**config.mk**
```make
export PLATFORM = sky130hd
export DESIGN_NAME = tone_scheduler
export DESIGN_NICKNAME = d
export VERILOG_FILES = /design/src/rtl/tone_scheduler.sv
export SDC_FILE = /design/constraint.sdc
export NUM_CORES = 1
export LEC_CHECK = 0
export ABC_AREA = 1
export BUFFER_PORTS_ARGS = -buffer_cell sky130_fd_sc_hd__buf_4
export CAP_MARGIN = 20
export CORE_AREA = 4 4 160 162
export CTS_BUF_LIST = sky130_fd_sc_hd__clkbuf_8
export DETAILED_ROUTE_END_ITERATION = 8
export DIE_AREA = 0 0 164 166
export PLACE_DENSITY = 0.55
export SYNTH_ARGS = -nofsm -noshare
export SYNTH_HDL_FRONTEND = slang
export SYNTH_SLANG_ARGS = --single-unit
export TNS_END_PERCENT = 100
```
**constraint.sdc**
```tcl
create_clock -name clk -period 4.7 [get_ports clk]
set_clock_uncertainty 0.05 [all_clocks]
set_input_delay 0.705 -clock clk [delete_from_list [all_inputs] [get_ports clk]]
set_output_delay 0.705 -clock clk [all_outputs]
set_load 0.01 [all_outputs]
```
**src/rtl/tone_scheduler.sv**
```systemverilog
// -----------------------------------------------------------------------------
// tone_scheduler
//
// Purpose:
//   Keeps a 4-deep last-note-priority stack of held keys and turns it into a
//   single note (half-period count) plus a gate for a square-wave tone
//   generator. Each key event is processed by a small FSM:
//     IDLE -> SCAN (4 cycles, one stack entry compared per cycle) -> COMMIT -> IDLE
//   Stack, held_count, note_out and gate all change on the COMMIT edge.
//   An event accepted at edge N is therefore visible after edge N+5.
//
// Optional feature:
//   TONE_SCHEDULER_ARP_EN - when defined, an arpeggiator steps note_out through
//   the held entries every ARP_TICKS cycles while two or more keys are held.
//   Without it, note_out always follows stack entry 0.
//
// Ports:
//   clk          in   system clock, rising edge
//   rst_n        in   asynchronous active-low reset
//   ev_valid     in   key event offered
//   ev_release   in   1 = key released, 0 = key pressed
//   ev_note      in   [25:0] half-period count of the key (0 = invalid note)
//   ev_ready     out  high only in IDLE; event taken when ev_valid & ev_ready
//   note_out     out  [25:0] half-period count for the tone generator
//   gate         out  1 while at least one key is held
//   note_changed out  one-cycle pulse after note_out or gate changes
//   held_count   out  [2:0] number of held notes, 0..4
// -----------------------------------------------------------------------------
module tone_scheduler #(
    parameter int unsigned ARP_TICKS = 5000000
) (
    input  logic        clk,
    input  logic        rst_n,
    input  logic        ev_valid,
    input  logic        ev_release,
    input  logic [25:0] ev_note,
    output logic        ev_ready,
    output logic [25:0] note_out,
    output logic        gate,
    output logic        note_changed,
    output logic [2:0]  held_count
);

    typedef enum logic [1:0] {
        ST_IDLE   = 2'd0,
        ST_SCAN   = 2'd1,
        ST_COMMIT = 2'd2
    } state_e;

    localparam logic [2:0] DEPTH = 3'd4;

    state_e       state_q, state_d;
    logic [1:0]   scan_idx_q, scan_idx_d;
    logic         found_q, found_d;
    logic [1:0]   match_idx_q, match_idx_d;
    logic         ev_rel_q, ev_rel_d;
    logic [25:0]  ev_note_q, ev_note_d;
    logic [25:0]  stack_q [4];
    logic [25:0]  stack_d [4];
    logic [2:0]   held_q, held_d;
    logic [25:0]  note_q, note_d;
    logic         changed_q, changed_d;
    logic [1:0]   note_sel;

    logic accept;
    logic commit;

    assign accept = ev_valid && (state_q == ST_IDLE);
    assign commit = (state_q == ST_COMMIT);

    // ------------------------------------------------------------------
    // FSM: state register
    // ------------------------------------------------------------------
    always_ff @(posedge clk or negedge rst_n) begin
        if (!rst_n) begin
            state_q <= ST_IDLE;
        end else begin
            state_q <= state_d;
        end
    end

    // FSM: next state
    always_comb begin
        state_d = state_q;
        unique case (state_q)
            ST_IDLE:   if (ev_valid) state_d = ST_SCAN;
            ST_SCAN:   if (scan_idx_q == 2'd3) state_d = ST_COMMIT;
            ST_COMMIT: state_d = ST_IDLE;
            default:   state_d = ST_IDLE;
        endcase
    end

    // FSM: outputs
    always_comb begin
        ev_ready = (state_q == ST_IDLE);
    end

    // ------------------------------------------------------------------
    // Event capture and scan
    // ------------------------------------------------------------------
    always_comb begin
        ev_rel_d    = ev_rel_q;
        ev_note_d   = ev_note_q;
        scan_idx_d  = scan_idx_q;
        found_d     = found_q;
        match_idx_d = match_idx_q;

        if (accept) begin
            ev_rel_d    = ev_release;
            ev_note_d   = ev_note;
            scan_idx_d  = 2'd0;
            found_d     = 1'b0;
            match_idx_d = 2'd0;
        end else if (state_q == ST_SCAN) begin
            scan_idx_d = scan_idx_q + 2'd1;
            // Scan runs upward, so the first hit is the lowest matching index.
            if (!found_q && ({1'b0, scan_idx_q} < held_q) &&
                (stack_q[scan_idx_q] == ev_note_q)) begin
                found_d     = 1'b1;
                match_idx_d = scan_idx_q;
            end
        end
    end

    // ------------------------------------------------------------------
    // Stack update at COMMIT
    // ------------------------------------------------------------------
    always_comb begin
        for (int i = 0; i < 4; i++) begin
            stack_d[i] = stack_q[i];
        end
        held_d = held_q;

        // A zero note is an invalid event: it runs the FSM but never
        // touches the stack.
        if (commit && (ev_note_q != 26'd0)) begin
            if (!ev_rel_q) begin
                if (found_q) begin
                    // Re-press of a held key: rotate it to the top.
                    for (int i = 1; i < 4; i++) begin
                        if (i <= int'(match_idx_q)) stack_d[i] = stack_q[i-1];
                    end
                    stack_d[0] = ev_note_q;
                end else begin
                    // New key: push; when full the oldest (entry 3) falls off.
                    for (int i = 1; i < 4; i++) begin
                        stack_d[i] = stack_q[i-1];
                    end
                    stack_d[0] = ev_note_q;
                    if (held_q < DEPTH) held_d = held_q + 3'd1;
                end
            end else if (found_q) begin
                // Release of a held key: close the gap from below.
                for (int i = 0; i < 3; i++) begin
                    if (i >= int'(match_idx_q)) stack_d[i] = stack_q[i+1];
                end
                stack_d[3] = 26'd0;
                held_d     = held_q - 3'd1;
            end
        end
    end

    // ------------------------------------------------------------------
    // Note selection (optional arpeggiator)
    // ------------------------------------------------------------------
`ifdef TONE_SCHEDULER_ARP_EN
    localparam int unsigned CNT_W = (ARP_TICKS > 1) ? $clog2(ARP_TICKS) : 1;
    localparam logic [CNT_W-1:0] CNT_LAST = CNT_W'(ARP_TICKS - 1);

    logic [CNT_W-1:0] arp_cnt_q, arp_cnt_d;
    logic [1:0]       arp_idx_q, arp_idx_d;

    always_comb begin
        arp_cnt_d = arp_cnt_q;
        arp_idx_d = arp_idx_q;
        // Every commit restarts the pattern from the newest note.
        if (commit || (held_q < 3'd2)) begin
            arp_cnt_d = '0;
            arp_idx_d = 2'd0;
        end else if (arp_cnt_q == CNT_LAST) begin
            arp_cnt_d = '0;
            arp_idx_d = (({1'b0, arp_idx_q} + 3'd1) >= held_q) ? 2'd0 : arp_idx_q + 2'd1;
        end else begin
            arp_cnt_d = arp_cnt_q + 1'b1;
        end
    end

    always_ff @(posedge clk or negedge rst_n) begin
        if (!rst_n) begin
            arp_cnt_q <= '0;
            arp_idx_q <= 2'd0;
        end else begin
            arp_cnt_q <= arp_cnt_d;
            arp_idx_q <= arp_idx_d;
        end
    end

    assign note_sel = arp_idx_d;
`else
    assign note_sel = 2'd0;
`endif

    always_comb begin
        // With no key held the last note is kept so the generator's release
        // tail stays on pitch.
        note_d    = (held_d != 3'd0) ? stack_d[note_sel] : note_q;
        changed_d = (note_d != note_q) || ((held_d != 3'd0) != (held_q != 3'd0));
    end

    // ------------------------------------------------------------------
    // Datapath registers
    // ------------------------------------------------------------------
    // NOTE: the 4-entry stack is reset along with the rest of the state so a
    // reset mid-event leaves no stale notes that a later scan could match.
    always_ff @(posedge clk or negedge rst_n) begin
        if (!rst_n) begin
            scan_idx_q  <= 2'd0;
            found_q     <= 1'b0;
            match_idx_q <= 2'd0;
            ev_rel_q    <= 1'b0;
            ev_note_q   <= 26'd0;
            for (int i = 0; i < 4; i++) begin
                stack_q[i] <= 26'd0;
            end
            held_q    <= 3'd0;
            note_q    <= 26'd0;
            changed_q <= 1'b0;
        end else begin
            scan_idx_q  <= scan_idx_d;
            found_q     <= found_d;
            match_idx_q <= match_idx_d;
            ev_rel_q    <= ev_rel_d;
            ev_note_q   <= ev_note_d;
            for (int i = 0; i < 4; i++) begin
                stack_q[i] <= stack_d[i];
            end
            held_q    <= held_d;
            note_q    <= note_d;
            changed_q <= changed_d;
        end
    end

    assign note_out     = note_q;
    assign gate         = (held_q != 3'd0);
    assign note_changed = changed_q;
    assign held_count   = held_q;

endmodule

```
== Word-level counts from Yosys, hierarchy flattened ==
Index checks and enable logic that the tools add are counted.

* Bitwise operators: 1
* $lt $le $gt $ge: 9
* Multiplexer cells: 30
* Add/subtract/negate cells: 3
* Equal/unequal tests: 14
* Reductions and logical operators: 17

{| class="wikitable"
|+ Operators by type and width
! kind !! number
|-
| 104-bit 2-to-1 mux || 3
|-
| 26-bit 2-to-1 mux || 9
|-
| 78-bit 2-to-1 mux || 1
|-
| 26-bit binary-select mux with 2-bit select || 1
|-
| 26-bit == test || 1
|-
| 26-bit inequality test || 1
|-
| 26-bit nonzero test || 1
|-
| 3-bit 2-to-1 mux || 5
|-
| 2-bit 2-to-1 mux || 7
|-
| 3-bit by 1-bit inequality test with 1-bit output (second input constant) || 3
|-
| 4-bit AND reduction || 2
|-
| 2-bit inequality test (second input constant) || 3
|-
| 3-bit nonzero test || 2
|-
| 2-bit == test (second input constant) || 2
|-
| 1-bit by 2-bit greater-or-equal comparator with 1-bit output (first input constant) || 2
|-
| 2-bit less-or-equal comparator (first input constant) || 2
|-
| 1-bit logical AND || 4
|-
| 2-bit by 1-bit inequality test with 1-bit output (second input constant) || 2
|-
| 2-bit one-hot mux with 2 select lines || 1
|-
| 2-bit AND reduction || 2
|-
| 2-bit nonzero test || 2
|-
| 3-bit by 1-bit adder with 3-bit output (second input constant) || 1
|-
| 3-bit greater-or-equal comparator (second input constant) || 1
|-
| 2-bit by 3-bit less-than comparator with 1-bit output || 1
|-
| 13 further kinds || 15
|}

* Output and inout bits: 32
* Word-level logic and storage cells: 87
* Input bits: 30
* Register bits: 168

== Longest topological paths before layout ==
* Word-level depth: 9
* Gate-level depth with buffers: 22
* Depth with buffers taken out: 21

== Worst setup path before layout ==
OpenSTA, ideal clock, no wires.

* Path type: register to register
* From: register held_q[0], in the netlist held_count[0]
* To: register changed_q, in the netlist note_changed
* Period minus slack after synthesis: 2249 ps
* Data arrival time: 2075 ps
* Buffers on the path: 2
* Library setup time: 124 ps
* Path slack: 2451 ps
* Stages on the path, launching flop included: 16
* Data required time: 4526 ps
* Path through: dfrtp_1 inv_1 ha_1 nor2_1 nand3b_1 nand3b_1 nand2_2 nand3_2 buf_6 buf_6 nand3_1 nand2_1 nor2_1 nand2_1 nor3_1 nand2_1

* Word-level cells in the longest chain between the ends: 9
* Elaborated cells between the ends (all ways): 14
* Those cells by class: 2 x add/sub; 1 x order compare; 2 x eq/ne; 6 x mux; 3 x reduce/logical

{| class="wikitable"
|+ RTL lines
! item !! line !! text
|-
| from (decl) || 60 || <nowiki>logic [2:0] held_q, held_d;</nowiki>
|-
| from (signal assigned) || 237 || <nowiki>held_q <= held_d;</nowiki>
|-
| 3-bit by 1-bit adder with 3-bit output or 3-bit less-than comparator (tied branches) || 150 || <nowiki>if (held_q < DEPTH) held_d = held_q + 3'd1;</nowiki>
|-
| 3-bit 2-to-1 mux || 150 ||
|-
| 3-bit 2-to-1 mux || 138 || <nowiki>if (found_q) begin</nowiki>
|-
| 3-bit 2-to-1 mux || 137 || <nowiki>if (!ev_rel_q) begin</nowiki>
|-
| 3-bit 2-to-1 mux || 136 || <nowiki>if (commit && (ev_note_q != 26'd0)) begin</nowiki>
|-
| 3-bit nonzero test || 206, 207 ||
|-
| 26-bit 2-to-1 mux || 206 || <nowiki>note_d = (held_d != 3'd0) ? stack_d[note_sel] : note_q;</nowiki>
|-
| 26-bit inequality test || 207 || <nowiki>changed_d = (note_d != note_q) || ((held_d != 3'd0) != (held_q != 3'd0));</nowiki>
|-
| 1-bit logical OR (*) || 207 ||
|-
| via changed_d || 62 || <nowiki>logic changed_q, changed_d;</nowiki>
|-
| to (signal assigned) || 239 || <nowiki>changed_q <= changed_d;</nowiki>
|-
| to (decl) || 62 ||
|}

The timed path passes the listed nets; every way through them passes the cells marked *.
A chain may end at the register's enable or synchronous reset.

==> results by group <==
Cells and area
  • Ant diodes: 0
  • Fin area: about 10,000 µm²
  • Layout cell share with drive strength beyond 1: 0.121
  • Most frequent cells in the layout: nand2_1 (213), o21ai_0 (183), dfrtp_1 (167), inv_1 (160), a21oi_1 (116)
  • Final std cells w/o fill: roughly 1,600
  • # fillers: between 2,000 and 3,000
  • Nets: 1,264
  • Area Overhead vs Synth: 12.0%
  • Commonest non-fill, non-tap cell in the layout: nand2_1

Pwr
  • Leak Pwr: 0.00487 µW
  • Total power draw: between 7000 and 8000 µW
  • Switching pwr: 3510 µW
  • Sequential share of power: 0.358
  • Pwr/cell area: 709 nW/µm²
  • Logic pwr share: 0.477
  • Clk pwr share: 0.165
  • Switching Fraction: 0.476
  • P_int: roughly 3900 µW
  • VDD IR-drop max: 0.000273 V

Setup path
  • Worst r2r src: state_q[0]$_DFFE_PN0P_
  • Buf/Inv on CP: 1
  • Worst stage delay on the critical path: 640 ps
  • Crit. Startpoint: state_q[0]$_DFFE_PN0P_
  • WP data arrival: 3660 ps
  • Worst setup EP type: flip-flop
  • R2R Setup Slk: between 1000 and 1500 ps
  • Delay-heaviest family, CP: simple AND/OR/NAND/NOR gates
  • Worst Path Max Fanout: 34
  • CP Launch Type: flip-flop
  • Critical path, cell by cell: nor2_1 -> nand2_4 -> inv_2 -> nand2_1 -> o21ai_1 -> nand3b_1 -> nand2_1 -> nor3_1 -> nand2_1 -> nor2_1 -> nand2_1
  • CP max stage cell: inv_2
  • Cell mode on critical path: nand2_1
  • Crit path required time: about 5000 ps
  • Critical path class: reg2reg

Placed design
  • Buffers on Ports: 61
  • Routability cong.: ~0.85
  • Inst Count DP: 1,534
  • Dpl cell area: 9940 µm²
  • Post-DP HPWL: 20,100 µm
  • Dpl ws: 1390 ps

Global routing
  • First-pass GRT wire length: 47,300 µm
  • Vias in the first global route: 7,922
  • GR Overflow Total: 0
  • GRT Util Overall: 0.223
  • Pin count of the biggest net entering global routing: 80
  • Initial antenna violation count: 0

Die
  • Die area: 27,200 µm²
  • Die height: about 170 µm
  • Rows: 57
  • Die X: ~160 µm
  • Core footprint: 24,100 µm²
  • Starting Density: 0.385
  • Num ports: 62

Clocking
  • Clk root buf: clkbuf_8
  • H-tree depth: 4
  • CTS tree: done
  • Post-CTS Setup Bufs: 0
  • Deepest clock path buffer count: 2
  • Skew-Pair Late Insertion Delay: 470 ps
  • Post-CTS Hold Buffers: 0
  • Clk sink count: 168
  • Total CTS buffers: 17
  • Post-cts resize count: 0
  • Worst-path clk slew: 110 ps

Synth
  • Synth Area in Adders: 0.00674
  • Synth Area in XOR/XNOR: 0.00755
  • Number of synthesized flops with an enable pin: 0
  • Area of the mapped netlist: 9280 µm²
  • Avg Cell Area, Syn: 7.68 µm²
  • Post-synthesis mux area share: 0.00970
  • Instance count of the mapped netlist: 1,209
  • Post-synth ARST share: 1.00
  • Post-synthesis cell type count: 40
  • Post-synthesis sequential area ratio: 0.453
  • Post-Synth Simple-Gate Area: 0.175
  • Top-area cell type share of the netlist area: 0.453
  • Net Count, Synth: 1,244
  • Synth warn: 0
  • Yosys top cell by area: dfrtp_1
  • Compound-Gate Fraction of Synth Area: 0.234
  • Synth top area cells: dfrtp_1 (45%), o21ai_0 (9.9%), nand2_1 (8.6%)
  • Main combinational cell family by area after synthesis: compound AO/OA/AOI/OAI gates
  • Flops & latches, synth: 168
  • Most used DFF post-synth: dfrtp_1

STA
  • Slew at the pin with the worst max-slew slack: around 1100 ps
  • Fin. Hold Viols: 0
  • Slew Limit Fails: 0
  • Max-Slew Margin vs Limit: 0.296
  • RSZ-0062 raised after global routing: false
  • Setup tns final: 0 ps
  • Post-route setup slack: 1360 ps
  • Setup violators final: 0
  • Crit share post-route: 0.711
  • Clock period minus worst slack: around 3300 ps
  • Fmax: 0.299 GHz

Flow run
  • MaxCap Viol Count: 0

Route
  • DRC: 0
  • DRT Pass-1 Iters: 5
  • Final WL: 30,100 µm
  • Antenna-violating nets left: 0
  • Routed len/inst: 19.2 µm
  • Via/cell ratio: 5.40
  • 1st-iter DRT viols: 833
  • Vias: between 8,000 and 9,000

Hold path
  • Hold Path Class: in2async

Status
  • Status: completed
[cell usage after synthesis (all sizes together) (7+ instances only)]
cell type	n
nand2	217
o21ai	209
inv	176
dfrtp	168
a21oi	116
nand3	87
a221oi	43
buf	41
clkbuf	38
nor2	36
nand3b	15
o22ai	12
mux2	8
nand4	8
xor2	7
[logic make-up after synthesis]
| family | Yosys count |
|---|---|
| adders and majority gates | 5 |
| and+or+nand+nor | 372 |
| xor gates and xnor gates | 8 |
| muxes | 8 |
| DFF | 168 |
| AOI/OAI and AO/OA | 391 |
| buffers and inverters | 257 |
[power by group through the flow]
stage | sequential, µW | combinational [µW] | clock, µW
finish | 2640 | 3520 | 1220
global route | 2720 | 3980 | 1300
CTS | 2630 | 3520 | 1240
detailed placement | 2660 | 3490 | 0
global placement | 2650 | 3480 | 0
floorplan | 2490 | 2350 | 0
[metrics by stage]
step                      hold slack (ps)  utilization
after floorplan                       359            -
after global placement                446        0.412
after detailed placement              473        0.412
after CTS                             263        0.431
after global routing                  269        0.431
final                                 238        0.431
[registers in the layout, indices dropped and copies added, names as in the netlist]
register      count
scan_idx_q        2
found_q           1
note_changed      1
state_q           2
match_idx_q       2
ev_rel_q          1
held_count        3
ev_note_q        26
stack_q         104
note_out         26
[per-layer routing]
layer,wire length [µm],GRT usage,vias to the layer above
met5,0,0,-
met2,13600,0.337,294
met1,13700,0.321,4022
met3,1860,0.0437,46
met4,850,0.0748,0
li1,-,-,4092
[cell type report]
| class | count | area [µm²] | share of cell area |
|---|---|---|---|
| well taps | 324 | 405 | 0.0390 |
| repair buffers | 80 | 617 | 0.0593 |
| multi-input cells | 784 | 4050 | 0.389 |
| clock buffers | 18 | 248 | 0.0238 |
| flip-flops and latches | 168 | 4210 | 0.404 |
| clock inverters | 14 | 206 | 0.0199 |
| inverters | 178 | 669 | 0.0644 |
[worst paths after layout]
path,endpoint,depth (start not counted)
max in group asynchronous,stack_q[30]$_DFFE_PN0P_,2
min in group clk,ev_note_q[2]$_DFFE_PN0P_,3
worst max register to register,note_changed$_DFF_PN0_,11
worst max-delay path,note_changed$_DFF_PN0_,11
worst min-delay path,stack_q[3]$_DFFE_PN0P_,1
worst min register to register,stack_q[24]$_DFFE_PN0P_,2
(Power assumes the default switching activity.)
